--- config.mk ---
export PLATFORM = sky130hd
export DESIGN_NAME = memory_responder
export DESIGN_NICKNAME = d
export VERILOG_FILES = /design/src/rtl/memory_responder.sv
export SDC_FILE = /design/constraint.sdc
export NUM_CORES = 2
export LEC_CHECK = 0
export CELL_PAD_IN_SITES_DETAIL_PLACEMENT = 0
export CELL_PAD_IN_SITES_GLOBAL_PLACEMENT = 2
export CORE_MARGIN = 1.5
export CORE_UTILIZATION = 44
export CTS_CLUSTER_SIZE = 24
export DETAILED_ROUTE_END_ITERATION = 6
export PLACE_DENSITY_LB_ADDON = 0.2
export RECOVER_POWER = 100
export SYNTH_ARGS = -nofsm -noshare
export SYNTH_HDL_FRONTEND = slang
export SYNTH_SLANG_ARGS = --single-unit
--- constraint.sdc ---
create_clock -name clk -period 6 [get_ports clk]
set_input_delay 0.9 -clock clk [delete_from_list [all_inputs] [get_ports clk]]
set_output_delay 0.9 -clock clk [all_outputs]
set_load 0.01 [all_outputs]
--- src/rtl/memory_responder.sv ---
// Word-addressed RAM responder for the multicycle control path: req/ack handshake
// with a fixed wait-state count; out-of-range accesses are flagged, never executed.
module memory_responder #(
   parameter int nBit        = 16,
   parameter int ABits       = 8,
   parameter int DEPTH       = 256,
   parameter int WAIT_CYCLES = 2
) (
   input  logic             clk,
   input  logic             reset,
   input  logic             req,
   input  logic             we,
   input  logic [ABits-1:0] addr,
   input  logic [nBit-1:0]  wdata,
   output logic [nBit-1:0]  rdata,
   output logic             ack,
   output logic             err,
   output logic             busy
);

   // state  | meaning
   // S_IDLE | waiting for req; latches addr/we/wdata on the request edge
   // S_WAIT | counting wait states down from WAIT_CYCLES to 1
   // S_RESP | one-cycle ack strobe; operation already completed on entry
   typedef enum logic [1:0] {S_IDLE, S_WAIT, S_RESP} state_t;

   localparam logic [3:0]     WAIT_INIT = 4'(WAIT_CYCLES);
   localparam logic [ABits:0] DEPTH_L   = (ABits+1)'(DEPTH);

   state_t           r_state;
   logic [3:0]       r_cnt;
   logic [ABits-1:0] r_addr;
   logic             r_we;
   logic [nBit-1:0]  r_wdata;
   logic [nBit-1:0]  r_mem [DEPTH];

   logic             w_commit;
   logic [ABits-1:0] w_op_addr;
   logic             w_op_we;
   logic [nBit-1:0]  w_op_wdata;
   logic             w_in_range;

   // With zero wait states the operation commits on the sampling edge, so it
   // must use the live inputs rather than the not-yet-latched copies.
   always_comb begin
      w_op_addr  = r_addr;
      w_op_we    = r_we;
      w_op_wdata = r_wdata;
      w_commit   = 1'b0;
      if (r_state == S_IDLE) begin
         w_op_addr  = addr;
         w_op_we    = we;
         w_op_wdata = wdata;
         w_commit   = req && (WAIT_CYCLES == 0);
      end else if (r_state == S_WAIT) begin
         w_commit   = (r_cnt == 4'd1);
      end
      w_in_range = ({1'b0, w_op_addr} < DEPTH_L);
   end

   // Gating on reset keeps an abandoned write out of RAM if reset is held
   // across what would have been the commit edge.
   always_ff @(posedge clk) begin
      if (reset && w_commit && w_op_we && w_in_range)
         r_mem[w_op_addr] <= w_op_wdata;
   end

   always_ff @(posedge clk or negedge reset) begin
      if (!reset) begin
         r_state <= S_IDLE;
         r_cnt   <= 4'd0;
         r_addr  <= '0;
         r_we    <= 1'b0;
         r_wdata <= '0;
         rdata   <= '0;
         ack     <= 1'b0;
         err     <= 1'b0;
         busy    <= 1'b0;
      end else begin
         case (r_state)
            S_IDLE: begin
               ack  <= 1'b0;
               err  <= 1'b0;
               busy <= 1'b0;
               if (req) begin
                  r_addr  <= addr;
                  r_we    <= we;
                  r_wdata <= wdata;
                  busy    <= 1'b1;
                  if (WAIT_CYCLES == 0) begin
                     r_state <= S_RESP;
                  end else begin
                     r_state <= S_WAIT;
                     r_cnt   <= WAIT_INIT;
                  end
               end
            end
            S_WAIT: begin
               busy  <= 1'b1;
               r_cnt <= r_cnt - 4'd1;
               if (r_cnt == 4'd1)
                  r_state <= S_RESP;
            end
            S_RESP: begin
               r_state <= S_IDLE;
               ack     <= 1'b0;
               err     <= 1'b0;
               busy    <= 1'b0;
            end
            default: begin
               r_state <= S_IDLE;
               ack     <= 1'b0;
               err     <= 1'b0;
               busy    <= 1'b0;
            end
         endcase

         if (w_commit) begin
            ack <= 1'b1;
            if (!w_in_range) begin
               err   <= 1'b1;
               rdata <= '0;
            end else if (!w_op_we) begin
               rdata <= r_mem[w_op_addr];
            end
         end
      end
   end

endmodule

==> out/qor.csv <==
metric,value,unit
syn_area,153000,um^2
antenna_left,0,
syn_nets,8715,
grt-ovfl-total,0,
grt_pass1_wl,664000,um
setup_viol,0,
dieArea,351000,um^2
nets,9267,
max_slew.worst_pin.slew,4.03,ns
synth-main-ff-cell,edfxtp_1,
antenna_found_initial,28,
post-route-drc-count,0,
start_kind,register,
clock_path_buffers,4,
grt_usage,0.265,
final_cells,14200,
dp.cells,13400,
coreArea,346000,um^2
io_buffer_count,45,
h-tree-depth,5,
hold_viol,0,
numClockSinks,4145,
ys_seq_area_frac,0.812,
dpl_cell_area,164000,um^2
routed.top_layer,met5,
die_w,593,um
path_clk_slew,0.06,ns
route.met3.wl,36300,um
start_util,0.442,
min_period_over_period,0.966,
status,finished with violations,
cts_hold_buf,0,
worst_ep_required_time,6.63,ns
syn_avg_cell_area,17.6,um^2
ir_drop,0.501,mV
hold_class,register to register,
place.gp.congestion,0.823,
ys_types,46,
cap_violations,49,
cts_root_buffer,clkbuf_16,
end_kind,register,
final_common_cell,edfxtp_1,
numCtsBuffers,429,
violations,"capacitance limit, slew limit",
wirelength_met1,200000,um
crit_arrival,6.42,ns
firstDrtPassIters,6,
syn_inst,8685,
clk_latency,0.98,ns
crit_fanout,28,
layout_common_cells,"4096 x edfxtp_1, 1800 x a22oi_1, 918 x a21oi_1, 433 x clkbuf_16, 321 x buf_4",
drive_gt1_frac,0.124,
drv_slew,3024,
hpwl,278000,um
synth_edf_count,4096,
dp_worst_setup_slack,0.394,ns
vias_per_cell,6.25,
worst_slack,0.204,ns
drt_iter0_markers,10800,
ys_warn_count,0,
die_h,593,um
drt_wl_total,474000,um
async_flop_share,0.0118,
synth_seq_cells,4145,
pwr_density_cell,532,nW/um^2
worstSetupPathType,register to register,
via_count,88600,
clock.fmax,173,MHz
grt_pass1_vias,85900,
skew,0.0404,ns
postCtsSetupRepairBufs,0,
fin_crit,5.80,ns
wl_per_cell,33.4,um
tns,0,ns
route.met2.wl,225000,um
area_delta_synth_final,14.7,%
p_leak,53.5,nW
stdcell_area,175000,um^2
cts_resized,0,
rows,216,
cts_tree,done,
rsz0062_at_grt,false,
ioPinCount,47,
hold_slack,0.474,ns
grt_max_degree,150,
maxSlewHeadroom,-1.69,
where the power goes:
part           switching, mW  leakage (nW)  internal [mW]  total (mW)
Sequential             0.238          37.7           37.9        38.2
Combinational           21.9          9.16           7.28        29.1
Clock                   11.1          6.66           14.9        26.0
Total                   33.2          53.5           60.2        93.3
critical path, stage by stage, from the launching register on:
cell and delay (ns):
dfrtp_1 0.52, nor2_4 0.23, o21ai_2 1.32, clkbuf_1 0.65, nand3_1 1.23, nor2_1 1.07, clkbuf_1 0.40
cell type report:
class | count | area [um^2]
repair buffers | 779 | 6000
diodes | 12 | 30.0
well taps | 4578 | 5730
inverters | 6 | 22.5
clock inverters | 271 | 2480
fillers | 28300 | 171000
clock buffers | 517 | 11200
flip-flops and latches | 4145 | 124000
multi-input cells | 3876 | 25800
sequential cells by signal, summed over array words and instances (netlist names):
signal	cells
busy	1
r_cnt	4
r_state	2
r_addr	8
r_we	1
r_wdata	16
ack	1
rdata	16
r_mem	4096
kinds of logic after synthesis:
kind of cell             count (synthesis)  share of synthesized area
flip-flops                            4145                      0.812
AO/OA/AOI/OAI                         3374                      0.154
buffers and inverters                  664                     0.0203
AND/OR/NAND/NOR                        499                     0.0137
adder cells (fa/ha/maj)                  2                   0.000164
other                                    1                  0.0000245
path summary, 6_finish.rpt:
check                           cells after the start  slack, ns        endpoint       start
max in group asynchronous                           2       2.24       rdata[10]       reset
worst min-delay path                                2       0.47      r_wdata[1]  r_wdata[1]
worst min register to register                      2       0.47      r_wdata[1]  r_wdata[1]
worst max register to register                      6       0.20  r_mem[126][14]  r_state[1]
worst max-delay path                                6       0.20  r_mem[126][14]  r_state[1]
min in group asynchronous                           2       1.47     r_wdata[14]       reset
routing by layer:
metal | track usage | vias up
met5 | 0 | -
met4 | 0.0673 | 14
met3 | 0.0422 | 596
met2 | 0.422 | 3809
met1 | 0.381 | 46700
li1 | - | 37600
cell usage after synthesis, drive strengths merged (17+ instances only):
library cell / n / area [um^2]
edfxtp: 4096 / 123000
a22oi: 1800 / 13500
a21oi: 918 / 4590
buf: 434 / 2240
nor2: 252 / 953
clkbuf: 224 / 842
o41ai: 214 / 1870
nand2: 145 / 544
a221oi: 124 / 1090
a22o: 124 / 1090
o22ai: 64 / 400
a41oi: 58 / 508
dfrtp: 49 / 1230
o21ai: 47 / 246
nor3: 33 / 165
nor4: 23 / 144
nand3: 17 / 85.1
through the flow:
stage / power (mW) / utilization
floorplan: 54.6 / -
global placement: 67.4 / 0.472
detailed placement: 67.8 / 0.472
CTS: 93.6 / 0.512
global route: 96.4 / 0.507
finish: 93.3 / 0.507
No activity file was read; power rests on OpenSTA's default activity.
